`config.mk`:
```
export PLATFORM = sky130hd
export DESIGN_NAME = alu_pipe
export DESIGN_NICKNAME = d
export VERILOG_FILES = /design/src/rtl/alu_pkg.sv /design/src/rtl/alu_core.sv /design/src/rtl/alu_pipe.sv
export SDC_FILE = /design/constraint.sdc
export NUM_CORES = 1
export LEC_CHECK = 0
export BUFFER_PORTS_ARGS = -buffer_cell sky130_fd_sc_hd__buf_4
export CORE_UTILIZATION = 55
export DETAILED_ROUTE_END_ITERATION = 10
export PLACE_DENSITY_LB_ADDON = 0.3
export SETUP_SLACK_MARGIN = 0.05
export SYNTH_ARGS = -nofsm -noshare
export SYNTH_HDL_FRONTEND = slang
export SYNTH_HIERARCHICAL = 1
export SYNTH_SLANG_ARGS = --single-unit
```
`constraint.sdc`:
```
create_clock -name clk -period 3.1 [get_ports clk]
set_clock_uncertainty 0.15 [all_clocks]
set_input_delay 0.465 -clock clk [delete_from_list [all_inputs] [get_ports clk]]
set_output_delay 0.465 -clock clk [all_outputs]
set_load 0.01 [all_outputs]
```
`src/rtl/alu_pkg.sv`:
```
// Shared op encoding and status-flag type for the pipelined ALU.
package alu_pkg;

  localparam logic [1:0] OP_AND = 2'b00;
  localparam logic [1:0] OP_OR  = 2'b01;
  localparam logic [1:0] OP_ADD = 2'b10;
  localparam logic [1:0] OP_CMP = 2'b11;

  localparam int INV_BIT = 2;

  typedef struct packed {
    logic zero;
    logic carry;
    logic ovf;
  } flags_t;

endpackage

```
`src/rtl/alu_core.sv`:
```
// Combinational ALU datapath: (a, b, f) -> y and, with ALU_PIPE_FLAGS_EN, status flags.
module alu_core
  import alu_pkg::*;
#(
  parameter int WIDTH = 8
) (
  input  logic [WIDTH-1:0] a,
  input  logic [WIDTH-1:0] b,
  input  logic [2:0]       f,
  output logic [WIDTH-1:0] y
`ifdef ALU_PIPE_FLAGS_EN
  ,
  output flags_t           flags
`endif
);

  logic [WIDTH-1:0] b_eff;
  logic             cin;

  assign b_eff = f[INV_BIT] ? ~b : b;
  assign cin   = f[INV_BIT];

  // Carry-out bit is only kept when flags are built.
`ifdef ALU_PIPE_FLAGS_EN
  logic [WIDTH:0] sum;
  assign sum = {1'b0, a} + {1'b0, b_eff} + {{WIDTH{1'b0}}, cin};
`else
  logic [WIDTH-1:0] sum;
  assign sum = a + b_eff + {{(WIDTH-1){1'b0}}, cin};
`endif

  always_comb begin
    y = '0;
    case (f[1:0])
      OP_AND:  y = a & b_eff;
      OP_OR:   y = a | b_eff;
      OP_ADD:  y = sum[WIDTH-1:0];
      OP_CMP:  y = {{(WIDTH-1){1'b0}}, f[INV_BIT] ? (a > b) : (a == b)};
      default: y = '0;
    endcase
  end

`ifdef ALU_PIPE_FLAGS_EN
  logic is_add;
  assign is_add      = (f[1:0] == OP_ADD);
  assign flags.zero  = (y == '0);
  assign flags.carry = is_add & sum[WIDTH];
  assign flags.ovf   = is_add & (a[WIDTH-1] == b_eff[WIDTH-1]) & (y[WIDTH-1] != a[WIDTH-1]);
`endif

endmodule

```
`src/rtl/alu_pipe.sv`:
```
// Two-stage valid/ready ALU pipeline around alu_core.
// Define ALU_PIPE_FLAGS_EN to build the registered zero/carry/ovf flags; otherwise they are tied low.
module alu_pipe
  import alu_pkg::*;
#(
  parameter int WIDTH = 8
) (
  input  logic             clk,
  input  logic             rst,
  input  logic             in_valid,
  output logic             in_ready,
  input  logic [WIDTH-1:0] in_a,
  input  logic [WIDTH-1:0] in_b,
  input  logic [2:0]       in_f,
  output logic             out_valid,
  input  logic             out_ready,
  output logic [WIDTH-1:0] out_y,
  output logic             out_zero,
  output logic             out_carry,
  output logic             out_ovf
);

  localparam int STAGES = 2;

  logic [STAGES:1]  vld_pipe;
  logic             s1_adv, s2_adv;
  logic [WIDTH-1:0] s1_a, s1_b, y_c;
  logic [2:0]       s1_f;

  // A stage may take a new beat when it is empty or its contents move on this cycle.
  assign s2_adv    = !vld_pipe[2] || out_ready;
  assign s1_adv    = !vld_pipe[1] || s2_adv;
  assign in_ready  = s1_adv;
  assign out_valid = vld_pipe[2];

  always_ff @(posedge clk) begin
    if (rst) begin
      vld_pipe <= '0;
    end else begin
      if (s1_adv) vld_pipe[1] <= in_valid;
      if (s2_adv) vld_pipe[2] <= vld_pipe[1];
    end
  end

  always_ff @(posedge clk) begin
    if (s1_adv && in_valid) begin
      s1_a <= in_a;
      s1_b <= in_b;
      s1_f <= in_f;
    end
  end

`ifdef ALU_PIPE_FLAGS_EN
  flags_t flags_c, flags_q;
`endif

  alu_core #(.WIDTH(WIDTH)) u_core (
    .a     (s1_a),
    .b     (s1_b),
    .f     (s1_f),
    .y     (y_c)
`ifdef ALU_PIPE_FLAGS_EN
    ,
    .flags (flags_c)
`endif
  );

  always_ff @(posedge clk) begin
    if (rst)                        out_y <= '0;
    else if (s2_adv && vld_pipe[1]) out_y <= y_c;
  end

`ifdef ALU_PIPE_FLAGS_EN
  always_ff @(posedge clk) begin
    if (rst)                        flags_q <= '0;
    else if (s2_adv && vld_pipe[1]) flags_q <= flags_c;
  end

  assign out_zero  = flags_q.zero;
  assign out_carry = flags_q.carry;
  assign out_ovf   = flags_q.ovf;
`else
  assign out_zero  = 1'b0;
  assign out_carry = 1'b0;
  assign out_ovf   = 1'b0;
`endif

endmodule

```
Word-level counts from Yosys, hierarchy flattened:

Cells that the tools add are included.

* add/sub/neg operators: 2
* order comparisons: 1
* equality and inequality tests: 4
* muxes and demuxes: 3
* bitwise gates (word level): 3
* reduce and logical (&&, ||, !) cells: 7

Operators with widths (count)
* $pmux W8 S4: 1
* $add A8 B1 Y8: 1
* $add A8 B8 Y8: 1
* $and A8 B8 Y8: 1
* $eq A8 B8 Y1: 1
* $gt A8 B8 Y1: 1
* $mux W8: 1
* $not A8 Y8: 1
* $or A8 B8 Y8: 1
* $eq A2 B2 Y1 const B: 2
* $eq A2 B1 Y1 const B: 1
* $logic_and A1 B1 Y1: 2
* $logic_not A1 Y1: 2
* $logic_not A2 Y1: 1
* $logic_or A1 B1 Y1: 2
* $mux W1: 1

* register bits after elaboration: 29
* word-level logic and storage cells: 26

Logic depth before layout (Yosys ltp):

* word-level depth: 5
* mapped depth: 11

By module:

Netlist, hierarchy kept.

Modules (own cells, without submodules)
* alu_pipe: times used 1, cells an instance 67, area an instance 1041.0 µm², sequential area each 770.7 µm²
* alu_core: times used 1, cells an instance 120, area an instance 892.1 µm², sequential area each 0.0 µm²

Least setup slack after synthesis:

OpenSTA, ideal clock, no wires.

* path type: register to register
* from: register s1_f[2]
* to: register out_y[7]
* library setup time: 119 ps
* data arrival time: 2027 ps
* slack: 804 ps
* stages on the path, launching flop included: 12
* clock period less this slack: 2296 ps
* path through: edfxtp_1 -> buf_6 -> xor2_1 -> inv_1 -> ha_1 -> a21o_1 -> a31o_4 -> a41oi_2 -> xor2_1 -> o22ai_1 -> nand2b_1 -> mux2i_1

* word-level cells in the longest chain between the ends: 4
* elaborated cells on any way between the ends: 6

Ends and longest elaborated chain
* start, declared: RTL line alu_pipe.sv:28 `logic [2:0] s1_f;`
* start signal, assigned: RTL line alu_pipe.sv:49 `s1_f <= in_f;`
* $mux W8: RTL line alu_core.sv:20 `assign b_eff = f[INV_BIT] ? ~b : b;`
* $add A8 B8 Y8: RTL line alu_core.sv:29 `assign sum = a + b_eff + {{(WIDTH-1){1'b0}}, cin};`
* $add A8 B1 Y8: RTL line alu_core.sv:29
* $pmux W8 S4 *: RTL line alu_core.sv:34 `case (f[1:0])`
* named net y_c[7]: RTL line alu_pipe.sv:27 `logic [WIDTH-1:0] s1_a, s1_b, y_c;`
* end signal, assigned: RTL line alu_pipe.sv:70 `else if (s2_adv && vld_pipe[1]) out_y <= y_c;`
* end, declared: RTL line alu_pipe.sv:17 `output logic [WIDTH-1:0] out_y,`

The timed path passes the listed nets; every way through them passes the cells marked *.
A chain may end at the register's enable or synchronous reset.

Final worst setup path:

Ends and elaborated chain as after synthesis.

==> metrics <==
outcome=finished clean; global-route wire length before repair=5.26 mm; Final Setup Violations=0; worst path arrival time=2.68 ns; die area=3760 µm²; type of the tightest min-delay check=input pin to register; Hold Path Cell Cnt=1; Crit-path slowest cell=edfxtp_1; n_diodes=0; H-tree levels=2; post-synthesis sequential area ratio=0.399; worst hold endpoint=s1_a[6]; Initial Utilization=0.575; via count=between 1000 and 1500; number of global-route vias before repair=roughly 1300; Resize count post-CTS=0; largest net degree at the start of global routing=20; most frequent CP cell=xor2_1; f_max=382 MHz; number of vias per cell=5.07; hold path startpoint=in_a[6]; GRT Util Overall=0.195; fin crit share=0.845; most common flop cell mapped by yosys=edfxtp_1; num ports=36; CP peak stage delay=0.66 ns; CP required=3.16 ns; RSZ-0062 raised after global routing=false; synthesized flop and latch total=29; Final WS setup=0.479 ns; Worst-Skew Late Latency=around 0.32 ns; CP bufs+invs=1; gr ovfl total=0; worst r2r dst=out_y[7]; CP cell instances=xor2_1 -> inv_1 -> ha_1 -> a21o_1 -> a31o_4 -> a41oi_2 -> xor2_1 -> o22ai_1 -> nand2b_1 -> mux2i_1; dpl hpwl=roughly 2.4 mm; Leak=between 1 and 1.5 nW; Syn Area/Cell=10.3 µm²; Slew Limit Fails=0; CP startpoint kind=register; Core Region=3360 µm²; EDFF count, synth=19; die span in y=61.3 µm; Iteration-0 DRC Markers=47; final core occ=0.665; CP delay by family, top=compound AO/OA/AOI/OAI gates; synth warn=6; first-pass iteration count of the detailed router=4; Post-synth ARST share=0; CP Class=register to register; Worst Path Max Fanout=11; reg2reg setup slack=0.48 ns; initial antenna violation count=0; maximum vdd drop=between 200 and 300 µV; Post-Syn Instances=187; Cell Area, Synth=1930 µm²; Clock Sinks=29; CTS root buf=clkbuf_4; Area Overhead vs Synth=15.7%; post-CTS repair timing setup buffer count=0; Register-to-Register Path Depth=10; Max Cap Viol=0; final setup TNS=0 ns; Worst-Margin Slew=0.545 ns; post-synthesis cell type count=38; TritonCTS clock tree=done; Die Wd=61.3 µm; count of final hold-check violations=0; slew margin rel.=0.637; Row Count=21; share of layout cells above drive strength 1=0.213; # DRC=0; Final ANT Viol Nets=0; RR Startpoint=s1_f[2]; fin crit period=between 2 and 3 ns; final WL=3.11 mm; Placer Congestion=about 0.8; CP Capture Type=register; pre-CTS setup slack=0.519 ns; TritonCTS buffer count=5; Clock Tree Buf Depth=2; PortBufs=32; Avg WL per Cell=11.6 µm; Power Dens Cells=403 nW/µm²; Hold Buf Count CTS=0; NumNets Final=266; clock slew at reported path FFs=~0.090 ns
==> metrics by stage <==
stage | hold WS, ns | instances | area, µm² | power, mW
global route | 0.134 | 267 | 2240 | 0.961
CTS | 0.144 | 267 | 2240 | 0.913
floorplan | 0.327 | 189 | 1940 | 0.635
detailed placement | 0.319 | 259 | 2180 | 0.697
finish | 0.159 | 267 | 2240 | 0.900
global placement | 0.307 | 259 | 2180 | 0.685
==> cells by family after synthesis <==
family,after synthesis,share of synthesized area
AO/OA/AOI/OAI,34,0.117
AND/OR/NAND/NOR,37,0.112
multiplexers,12,0.0647
other,1,0.00194
flip-flops,29,0.399
XOR/XNOR,14,0.0634
buffers and inverters,36,0.0841
adder cells (fa/ha/maj),24,0.158
==> worst max path at each step <==
stage	from	to	slack, ns	depth (start not counted)
after floorplan	s1_f[2]	out_y[7]	0.80	11
after global placement	s1_f[2]	out_y[6]	0.57	9
after detailed placement	s1_f[2]	out_y[7]	0.52	10
after CTS	s1_f[2]	out_y[7]	0.49	10
after global routing	s1_f[2]	out_y[5]	0.29	10
final	s1_f[2]	out_y[7]	0.48	10
==> flip-flops by register name (all words and copies together) (netlist names) <==
name      flops
out_y         8
s1_a          8
s1_b          8
s1_f          3
vld_pipe      2
==> layout by cell type, fill, tap and decap left out, drive strengths merged <==
| cell | Yosys | routed |
|---|---|---|
| a21o | 2 | 2 |
| o21bai | 1 | 1 |
| conb | 1 | 3 |
| o21ai | 10 | 10 |
| nand3b | 1 | 1 |
| a211oi | 2 | 2 |
| dfxtp | 10 | 10 |
| nor2 | 2 | 2 |
| xor2 | 10 | 10 |
| o22ai | 6 | 6 |
| o211ai | 1 | 1 |
| inv | 27 | 27 |
| mux2 | 1 | 1 |
| a31o | 1 | 1 |
| mux2i | 11 | 11 |
| maj3 | 1 | 1 |
| edfxtp | 19 | 19 |
| xnor2 | 4 | 4 |
| ha | 22 | 22 |
| a21oi | 8 | 8 |
| nand2b | 17 | 17 |
| clkbuf | 3 | 6 |
| a41oi | 1 | 1 |
| nand4 | 3 | 3 |
| o31a | 1 | 1 |
| fa | 1 | 1 |
| nor2b | 3 | 3 |
| buf | 6 | 33 |
| a21boi | 1 | 1 |
| nand3 | 1 | 1 |
| nand2 | 8 | 8 |
| clkinv | 0 | 2 |
| or2 | 1 | 1 |
| and2 | 1 | 1 |
==> worst register-to-register path, cell delays in order, from the launching register on <==
cell	delay [ns]
edfxtp_1	0.66
xor2_1	0.24
inv_1	0.07
ha_1	0.35
a21o_1	0.22
a31o_4	0.23
a41oi_2	0.20
xor2_1	0.17
o22ai_1	0.08
nand2b_1	0.08
mux2i_1	0.06
==> routing by layer <==
layer | track usage | up-vias | wire length (µm)
met2 | 0.351 | 34 | 1610
met1 | 0.210 | 610 | 1310
met4 | 0.107 | 0 | 84
li1 | - | 699 | -
met5 | 0 | - | 0
met3 | 0.0441 | 10 | 103
==> area by class of cell <==
class,instances,area (µm²)
Clock buffer,6,41.3
Clock inverter,2,10.0
Fill cell,275,1130
Inverter,27,101
Multi-Input combinational cell,124,1010
Sequential cell,29,771
Tap cell,46,57.6
Timing Repair Buffer,33,248
==> synthesized netlist by cell type, types with 3 or more instances <==
library cell,instances,area share
ha_1,22,0.14
inv_1,27,0.052
nand2_1,8,0.016
o22ai_1,6,0.019
xnor2_1,4,0.018
clkbuf_1,3,0.0058
buf_4,3,0.012
xor2_1,10,0.045
nand4_1,3,0.0097
edfxtp_1,19,0.30
a21oi_1,8,0.021
o21ai_0,9,0.023
nand2b_1,17,0.055
mux2i_1,11,0.057
dfxtp_1,10,0.10
==> power breakdown <==
group	switching, mW	total (mW)	internal (mW)
Combinational	0.111	0.229	0.118
Clock	0.126	0.212	0.0861
Sequential	0.0229	0.459	0.437
Total	0.260	0.900	0.640
Power figures use the tool's default switching activity.
